--- config.mk ---
export PLATFORM = sky130hd
export DESIGN_NAME = controller_fsm_hs
export DESIGN_NICKNAME = d
export VERILOG_FILES = /design/src/rtl/cpu_ctrl_pkg.sv /design/src/rtl/ctrl_decode.sv /design/src/rtl/controller_fsm_hs.sv
export SDC_FILE = /design/constraint.sdc
export NUM_CORES = 1
export LEC_CHECK = 0
export ABC_AREA = 1
export BUFFER_PORTS_ARGS = -buffer_cell sky130_fd_sc_hd__buf_2
export CORE_AREA = 2 2 55 57
export DETAILED_ROUTE_END_ITERATION = 12
export DIE_AREA = 0 0 57 59
export PLACE_DENSITY = 0.81
export SYNTH_ARGS = -nofsm -noshare
export SYNTH_HDL_FRONTEND = slang
export SYNTH_SLANG_ARGS = --single-unit
--- constraint.sdc ---
create_clock -name clk -period 2.5 [get_ports clk]
set_input_delay 0.5 -clock clk [delete_from_list [all_inputs] [get_ports clk]]
set_output_delay 0.5 -clock clk [all_outputs]
set_load 0.005 [all_outputs]
--- src/rtl/cpu_ctrl_pkg.sv ---
// Shared opcode map, datapath select codes, controller state encoding
// and the decoded EXEC control word for the accumulator CPU controller.
package cpu_ctrl_pkg;

  localparam int unsigned OP_W = 4;

  localparam logic [OP_W-1:0] OP_NOP  = 4'h0;
  localparam logic [OP_W-1:0] OP_ADD  = 4'h1;
  localparam logic [OP_W-1:0] OP_SUB  = 4'h2;
  localparam logic [OP_W-1:0] OP_NOR  = 4'h3;
  localparam logic [OP_W-1:0] OP_LDR  = 4'h4;
  localparam logic [OP_W-1:0] OP_STR  = 4'h5;
  localparam logic [OP_W-1:0] OP_JZR  = 4'h6;
  localparam logic [OP_W-1:0] OP_JZI  = 4'h7;
  localparam logic [OP_W-1:0] OP_JNR  = 4'h8;
  localparam logic [OP_W-1:0] OP_JNI  = 4'h9;
  localparam logic [OP_W-1:0] OP_ILL0 = 4'hA;
  localparam logic [OP_W-1:0] OP_SHL  = 4'hB;
  localparam logic [OP_W-1:0] OP_SHR  = 4'hC;
  localparam logic [OP_W-1:0] OP_LDI  = 4'hD;
  localparam logic [OP_W-1:0] OP_ILL1 = 4'hE;
  localparam logic [OP_W-1:0] OP_HLT  = 4'hF;

  localparam logic [1:0] SEL_ACC_ALU = 2'b00;
  localparam logic [1:0] SEL_ACC_REG = 2'b01;
  localparam logic [1:0] SEL_ACC_IMM = 2'b10;

  localparam logic SEL_PC_REG = 1'b0;
  localparam logic SEL_PC_IMM = 1'b1;

  typedef enum logic [1:0] {
    IDLE       = 2'd0,
    FETCH      = 2'd1,
    EXEC       = 2'd2,
    HALT_STATE = 2'd3
  } state_e;

  typedef struct packed {
    logic       load_pc;
    logic       load_acc;
    logic       load_reg;
    logic       sel_pc;
    logic [1:0] sel_acc;
    logic       halt;
    logic       illegal;
  } dec_t;

endpackage

--- src/rtl/ctrl_decode.sv ---
// Combinational EXEC-cycle decoder: opcode and ALU flags to datapath
// strobes, selects, ALU function, halt and illegal-opcode indication.
module ctrl_decode
  import cpu_ctrl_pkg::*;
#(
  parameter int unsigned OPC_W   = 4,
  parameter int unsigned ALUOP_W = 4
) (
  input  logic [OPC_W-1:0]   opcode_i,
  input  logic               flag_z_i,
  input  logic               flag_n_i,
  output dec_t               dec_o,
  output logic [ALUOP_W-1:0] alu_op_o
);

  always_comb begin
    dec_o    = '0;
    alu_op_o = '0;
    case (opcode_i)
      OPC_W'(OP_ADD), OPC_W'(OP_SUB), OPC_W'(OP_NOR),
      OPC_W'(OP_SHL), OPC_W'(OP_SHR): begin
        alu_op_o       = ALUOP_W'(opcode_i);
        dec_o.sel_acc  = SEL_ACC_ALU;
        dec_o.load_acc = 1'b1;
      end
      OPC_W'(OP_LDR): begin
        dec_o.sel_acc  = SEL_ACC_REG;
        dec_o.load_acc = 1'b1;
      end
      OPC_W'(OP_STR): dec_o.load_reg = 1'b1;
      // Branch selects stay 0 when not taken so only live strobes toggle
      OPC_W'(OP_JZR): if (flag_z_i) begin
        dec_o.load_pc = 1'b1;
        dec_o.sel_pc  = SEL_PC_REG;
      end
      OPC_W'(OP_JZI): if (flag_z_i) begin
        dec_o.load_pc = 1'b1;
        dec_o.sel_pc  = SEL_PC_IMM;
      end
      OPC_W'(OP_JNR): if (flag_n_i) begin
        dec_o.load_pc = 1'b1;
        dec_o.sel_pc  = SEL_PC_REG;
      end
      OPC_W'(OP_JNI): if (flag_n_i) begin
        dec_o.load_pc = 1'b1;
        dec_o.sel_pc  = SEL_PC_IMM;
      end
      OPC_W'(OP_LDI): begin
        dec_o.sel_acc  = SEL_ACC_IMM;
        dec_o.load_acc = 1'b1;
      end
      OPC_W'(OP_HLT): dec_o.halt = 1'b1;
      OPC_W'(OP_ILL0), OPC_W'(OP_ILL1): dec_o.illegal = 1'b1;
      default: ;
    endcase
  end

endmodule

--- src/rtl/controller_fsm_hs.sv ---
// Fetch/execute sequencer for the accumulator CPU with imem handshake and
// timeout, run/single-step control, resumable halt and retired-instr count.
module controller_fsm_hs
  import cpu_ctrl_pkg::*;
#(
  parameter int unsigned OPC_W         = 4,
  parameter int unsigned ALUOP_W       = 4,
  parameter int unsigned CNT_W         = 16,
  parameter int unsigned FETCH_TIMEOUT = 16
) (
  input  logic               clk,
  input  logic               rst,
  input  logic [OPC_W-1:0]   opcode,
  input  logic               flagZ,
  input  logic               flagN,
  input  logic               run,
  input  logic               step,
  input  logic               resume,
  input  logic               imem_ack,
  output logic               imem_req,
  output logic               loadIR,
  output logic               incPC,
  output logic               loadPC,
  output logic               loadAcc,
  output logic               loadReg,
  output logic               selPC,
  output logic [1:0]         selACC,
  output logic [ALUOP_W-1:0] aluOp,
  output logic               halt,
  output logic               illegal,
  output logic               fetchErr,
  output logic [CNT_W-1:0]   instrCount
);

  localparam int unsigned TO_W = (FETCH_TIMEOUT > 1) ? $clog2(FETCH_TIMEOUT) : 1;

  state_e             state_q, state_d;
  logic [TO_W-1:0]    to_cnt_q, to_cnt_d;
  logic [CNT_W-1:0]   cnt_q, cnt_d;
  logic               ferr_q, ferr_d;
  dec_t               dec;
  logic [ALUOP_W-1:0] dec_alu_op;
  logic               to_hit;

  ctrl_decode #(
    .OPC_W   (OPC_W),
    .ALUOP_W (ALUOP_W)
  ) u_decode (
    .opcode_i (opcode),
    .flag_z_i (flagZ),
    .flag_n_i (flagN),
    .dec_o    (dec),
    .alu_op_o (dec_alu_op)
  );

  assign to_hit     = (FETCH_TIMEOUT != 0) && (to_cnt_q == TO_W'(FETCH_TIMEOUT - 1));
  assign fetchErr   = ferr_q;
  assign instrCount = cnt_q;

  always_ff @(posedge clk or posedge rst) begin
    if (rst) begin
      state_q  <= IDLE;
      to_cnt_q <= '0;
      cnt_q    <= '0;
      ferr_q   <= 1'b0;
    end else begin
      state_q  <= state_d;
      to_cnt_q <= to_cnt_d;
      cnt_q    <= cnt_d;
      ferr_q   <= ferr_d;
    end
  end

  // Timeout counter only advances while waiting in FETCH, so it is zero on every FETCH entry
  always_comb begin
    state_d  = state_q;
    to_cnt_d = '0;
    cnt_d    = cnt_q;
    ferr_d   = ferr_q;
    imem_req = 1'b0;
    loadIR   = 1'b0;
    incPC    = 1'b0;
    loadPC   = 1'b0;
    loadAcc  = 1'b0;
    loadReg  = 1'b0;
    selPC    = 1'b0;
    selACC   = 2'b00;
    aluOp    = '0;
    halt     = 1'b0;
    illegal  = 1'b0;
    case (state_q)
      IDLE: begin
        if (run || step) state_d = FETCH;
      end
      FETCH: begin
        imem_req = 1'b1;
        if (imem_ack) begin
          loadIR  = 1'b1;
          incPC   = 1'b1;
          state_d = EXEC;
        end else if (to_hit) begin
          ferr_d  = 1'b1;
          state_d = HALT_STATE;
        end else begin
          to_cnt_d = to_cnt_q + TO_W'(1);
        end
      end
      EXEC: begin
        loadPC  = dec.load_pc;
        loadAcc = dec.load_acc;
        loadReg = dec.load_reg;
        selPC   = dec.sel_pc;
        selACC  = dec.sel_acc;
        aluOp   = dec_alu_op;
        halt    = dec.halt;
        illegal = dec.illegal;
        cnt_d   = cnt_q + CNT_W'(1);
        if (dec.halt)  state_d = HALT_STATE;
        else if (run)  state_d = FETCH;
        else           state_d = IDLE;
      end
      HALT_STATE: begin
        halt = 1'b1;
        if (resume) begin
          ferr_d  = 1'b0;
          state_d = FETCH;
        end
      end
      default: state_d = IDLE;
    endcase
  end

endmodule

==> flow_summary_export.csv, run 1 <==
group,metric,value,unit
worst_setup_path,r2r_start,"state_q[0]",
final_layout,nFillCells,237,
power,netSwitchingFraction,38.4,%
worst_setup_path,r2r_end,"instrCount[11]",
route,drc,0,
power,internal_power,0.658,mW
worst_setup_path,endpoint,"selPC",
logic_synthesis,synth_area_leaders,"dfrtp_1 40%, nand2_1 15%, inv_1 8.9%, nor2_1 6.3%, ha_1 5.2%",
worst_setup_path,r2r_setup_slack,0.91,ns
hold_path,worstHoldPathType,"input port to async pin",
global_routing,antenna_found_initial,0,
floorplanning,die_height,59,um
logic_synthesis,yosysSeqAreaShare,40.2,%
worst_setup_path,r2r_cells,10,
floorplanning,initial_core_util,52.9,%
logic_synthesis,yosysUniqueCellTypes,22,
sta,hold_violations,0,
clock_network,cts_hold_buf,0,
logic_synthesis,async_flop_share,100,%
placed_design,place_ws,0.659,ns
final_layout,antennaDiodeCount,0,
clock_network,clock_latency,0.31,ns
logic_synthesis,syn_nets,213,
route,wl,2840,um
power,leakage,1.05,nW
sta,fin_skew,0.0139,ns
power,p_comb_share,36.5,%
floorplanning,dieArea,3360,um^2
clock_network,htree_levels,1,
clock_network,cts-resized-gates,0,
logic_synthesis,yosysTopAreaCellShare,40.2,%
sta,slew_viol_final,0,
clock_network,ctsLongestPathBuffers,2,
logic_synthesis,ys_ff_latch,23,
clock_network,root_buffer,"clkbuf_4",
power,switchingPower,0.409,mW
logic_synthesis,syn_area_per_cell,7.35,um^2
worst_setup_path,cp.arrival,1.72,ns
route,drt_iter0_markers,44,
placed_design,dp_hpwl,2230,um
clock_network,postCtsSetupBuffers,0,
logic_synthesis,synth-main-ff-cell,"dfrtp_1",
final_layout,area_growth,18.8,%
sta,tightest_slew,0.859,ns
logic_synthesis,synth-edff-count,0,
route,dr.pass1.iters,4,
floorplanning,core,2710,um^2
sta,finalSetupViolations,0,
worst_setup_path,critPathKind,"flip-flop to output port",
power,clkPwrFrac,16.4,%
clock_network,clk_pin_slew,0.14,ns
sta,post-route-min-period,2.22,ns
clock_network,cts_sinks,23,
sta,rsz0062_at_grt,"false",
worst_setup_path,crit_required,2.00,ns
worst_setup_path,crit_start,"state_q[0]",
logic_synthesis,synth_area_leader_cell,"dfrtp_1",
route,vias_per_cell,4.93,
placed_design,placed_area,1680,um^2
global_routing,grt_overflow_total,0,
worst_setup_path,worst_setup_path_start_kind,"flip-flop",
logic_synthesis,ys.warnings.count,0,
sta,fin_crit_sh,88.8,%
floorplanning,dieWidth,57,um
sta,slew_headroom,42.6,%
global_routing,grt_pass1_vias,1201,
global_routing,track_usage,18.5,%
power,pwr-share-seq,47.1,%
global_routing,grt_pass1_wl,4990,um
final_layout,layout_common_cells,"57 x nand2_1, 43 x buf_2, 34 x inv_1",
final_layout,final_common_cell,"nand2_1",
placed_design,finalWeightedCongestion,0.949,
route,wl_per_cell,10.4,um
clock_network,cts_tree,"yes",
sta,tns,0,ns
route,ant_nets,0,
power,ir_worst_vdd,0.000543,V
final_layout,fin_util,62.8,%
job,drv_cap,0,
final_layout,design_area,1700,um^2
global_routing,grt_max_degree,24,
power,p_per_area,627,nW/um^2
placed_design,io_buffers,43,
final_layout,finalNetCount,260,
final_layout,drive_above_1_share,23.2,%
worst_setup_path,path_max_fanout,4,
worst_setup_path,end_kind,"output port",
sta,timing.final.ws_setup,0.279,ns
logic_synthesis,synth_cells,195,
floorplanning,io_pins,44,
logic_synthesis,syn-cell-area,1430,um^2
sta,fmax,0.450,GHz
run_status,status,"completed",
route,route.vias.total,1340,
clock_network,numCtsBuffers,3,
floorplanning,rows,19,
==> layout make-up <==
class / count / area [um^2] / share of cell area (%)
multi-input cells: 136 / 711 / 41.8
flip-flops and latches: 23 / 576 / 33.8
repair buffers: 44 / 223 / 13.1
inverters: 34 / 128 / 7.50
well taps: 31 / 38.8 / 2.28
clock buffers: 4 / 26.3 / 1.54
==> through the flow <==
stage | cells | power [mW] | hold slack (ns)
CTS | 272 | 1.07 | 0.377
detailed placement | 268 | 0.896 | 0.457
finish | 272 | 1.07 | 0.338
floorplan | 195 | 0.772 | 0.431
global placement | 268 | 0.886 | 0.452
global route | 272 | 1.15 | 0.410
==> logic make-up after synthesis <==
group	Yosys count	share of synthesized area, %
buffers and inverters	36	10.2
XOR/XNOR	8	4.89
adder cells (fa/ha/maj)	6	5.24
flip-flops	23	40.2
AND/OR/NAND/NOR	112	35.8
AO/OA/AOI/OAI	10	3.67
==> synthesized netlist by cell type (2+ instances only) <==
cell type	count
o21ai_0	4
a21oi_1	5
nand2_4	2
ha_1	6
nand4_1	5
nor3_1	2
nand2_1	57
nor2_2	4
xor2_1	7
inv_1	34
dfrtp_1	23
nor2_1	24
nand3_1	13
==> flip-flops by register name, indices dropped and copies added (netlist names) <==
signal and flops:
to_cnt_q 4, instrCount 16, state_q 2, fetchErr 1
==> worst min-delay path by stage <==
stage,depth (start not counted),end,startpoint,slack [ns]
detailed placement,1,to_cnt_q[0],to_cnt_q[0],0.46
floorplan,1,to_cnt_q[0],to_cnt_q[0],0.43
CTS,2,instrCount[9],rst,0.38
finish,2,instrCount[6],rst,0.34
global placement,1,to_cnt_q[0],to_cnt_q[0],0.45
global route,2,instrCount[6],rst,0.41
==> power groups by stage <==
stage | sequential, mW | clock, mW | combinational, mW
2_1_floorplan | 0.501 | 0 | 0.271
3_3_place_gp | 0.504 | 0 | 0.382
3_5_place_dp | 0.510 | 0 | 0.385
4_1_cts | 0.502 | 0.179 | 0.392
5_1_grt | 0.511 | 0.192 | 0.448
6_report | 0.502 | 0.175 | 0.390
==> worst max-delay path: stages, from the launching register on <==
cell	delay, ns
dfrtp_1	0.44
inv_1	0.09
ha_1	0.21
nand2_1	0.10
nor2_1	0.16
nand3_1	0.12
a21oi_1	0.15
buf_2	0.14
==> routing by layer <==
layer	vias up	track usage (%)	part of all wire (%)
met3	4	2.84	4.3
met2	35	31.5	48
met5	-	0	0
met4	0	5.32	0.81
met1	612	24.7	47
li1	689	-	-
Note: power is estimated with default switching activity, not from simulation.
==> run 2, diff against run 1 <==
- MAX_ROUTING_LAYER: default -> met4
==> run 2 against run 1 <==
Net effect: maximum frequency is the same; clock power about the same; register-to-register slack about the same; routed wire length about the same; clock skew barely moved; sequential share of layout area did not move; count of clock-buffer cells in the layout unchanged; non-clock buffer count unchanged; critical path depth stayed put; final area did not move; sequential cell count stayed put; highest routed layer unchanged; worst hold slack is essentially flat; largest power group unchanged.
==> flow_summary_export.csv, run 2 (synthesis gave the netlist of run 1 again) <==
group,metric,value,unit
run_status,status,"completed",
floorplanning,initial_core_util,52.9,%
placed_design,placed_area,1680,um^2
final_layout,largest_reg_flops,16,
global_routing,grt_overflow_total,0,
power,power,1.07,mW
placed_design,finalWeightedCongestion,0.966,
floorplanning,dieWidth,57,um
global_routing,track_usage,19.1,%
sta,timing.final.ws_setup,0.279,ns
clock_network,cts-resized-gates,0,
clock_network,numCtsBuffers,3,
sta,hold_violations,0,
worst_setup_path,crit_required,2.00,ns
worst_setup_path,r2r_setup_slack,0.91,ns
placed_design,io_buffers,43,
clock_network,cts_sinks,23,
worst_setup_path,cp.arrival,1.72,ns
worst_setup_path,end_kind,"output port",
final_layout,instances_no_fill,272,
route,dr.pass1.iters,4,
final_layout,design_area,1700,um^2
sta,fmax,0.450,GHz
worst_setup_path,path_max_fanout,4,
sta,holdWs,0.338,ns
clock_network,cts_tree,"yes",
sta,fin_skew,0.0139,ns
placed_design,dp_hpwl,2230,um
clock_network,cts_hold_buf,0,
final_layout,final_common_cell,"nand2_1",
final_layout,area_growth,18.8,%
global_routing,antenna_found_initial,0,
final_layout,antennaDiodeCount,0,
final_layout,drive_above_1_share,23.2,%
worst_setup_path,critPathKind,"flip-flop to output port",
power,ir_worst_vdd,0.000543,V
sta,tightest_slew,0.859,ns
sta,fin_crit_sh,88.8,%
placed_design,dp_cells,268,
clock_network,ctsLongestPathBuffers,2,
final_layout,fin_util,62.8,%
clock_network,postCtsSetupBuffers,0,
sta,slew_headroom,42.6,%
global_routing,grt_pass1_vias,1200,
route,vias_per_cell,4.93,
global_routing,grt_pass1_wl,5000,um
hold_path,worstHoldPathType,"input port to async pin",
floorplanning,dieArea,3360,um^2
route,route.vias.total,1340,
power,p_per_area,627,nW/um^2
sta,post-route-min-period,2.22,ns
final_layout,layout_common_cells,"57 x nand2_1, 43 x buf_2, 34 x inv_1",
floorplanning,core,2710,um^2
sta,tns,0,ns
power,leakage,1.05,nW
route,wl_per_cell,10.4,um
global_routing,grt_max_degree,24,
placed_design,place_ws,0.659,ns
sta,rsz0062_at_grt,"false",
final_layout,finalNetCount,260,
clock_network,clk_pin_slew,0.14,ns
clock_network,clock_latency,0.31,ns
job,drv_cap,0,
clock_network,root_buffer,"clkbuf_4",
floorplanning,rows,19,
route,wl,2840,um
route,drt_iter0_markers,43,
worst_setup_path,worst_setup_path_start_kind,"flip-flop",
floorplanning,die_height,59,um
sta,finalSetupViolations,0,
clock_network,htree_levels,1,
sta,slew_viol_final,0,
route,drc,0,
route,ant_nets,0,
floorplanning,io_pins,44,
## run 2: cell counts in the layout (fill, tap and decap cells not counted)
Identical to the previous run, type by type.
## run 2: routing by layer
| layer | wire length [um] | up-vias | global-route usage [%] |
|---|---|---|---|
| li1 | - | 689 | - |
| met4 | 23 | 0 | 5.32 |
| met2 | 1350 | 35 | 31.5 |
| met1 | 1350 | 612 | 24.8 |
| met3 | 116 | 4 | 2.62 |
| met5 | 0 | - | - |
## run 2: area by class of cell
| type | instances | area, um^2 |
|---|---|---|
| Fill cell | 237 | 1010 |
| Multi-Input combinational cell | 136 | 711 |
| Sequential cell | 23 | 576 |
| Timing Repair Buffer | 44 | 223 |
| Inverter | 34 | 128 |
| Tap cell | 31 | 38.8 |
| Clock buffer | 4 | 26.3 |
## run 2: report_power, final
part / total, mW / switching (mW) / internal, mW / leakage, nW
clock network: 0.175 / 0.113 / 0.0622 / 0.0150
registers: 0.502 / 0.0682 / 0.434 / 0.310
logic: 0.390 / 0.228 / 0.161 / 0.725
## run 2: path summary, 6_finish.rpt
kind / start / end / cells after the start
setup reg to reg: state_q[0] / instrCount[11] / 10
hold / removal: rst / instrCount[6] / 2
setup / recovery: state_q[0] / selPC / 7
min in group clk: to_cnt_q[0] / to_cnt_q[0] / 1
hold reg to reg: to_cnt_q[0] / to_cnt_q[0] / 1
max in group asynchronous: rst / to_cnt_q[2] / 2
## run 2: worst max-delay path: stages, from the launching register on
cell,delay [ns]
dfrtp_1,0.44
inv_1,0.09
ha_1,0.21
nand2_1,0.10
nor2_1,0.16
nand3_1,0.12
a21oi_1,0.15
buf_2,0.14
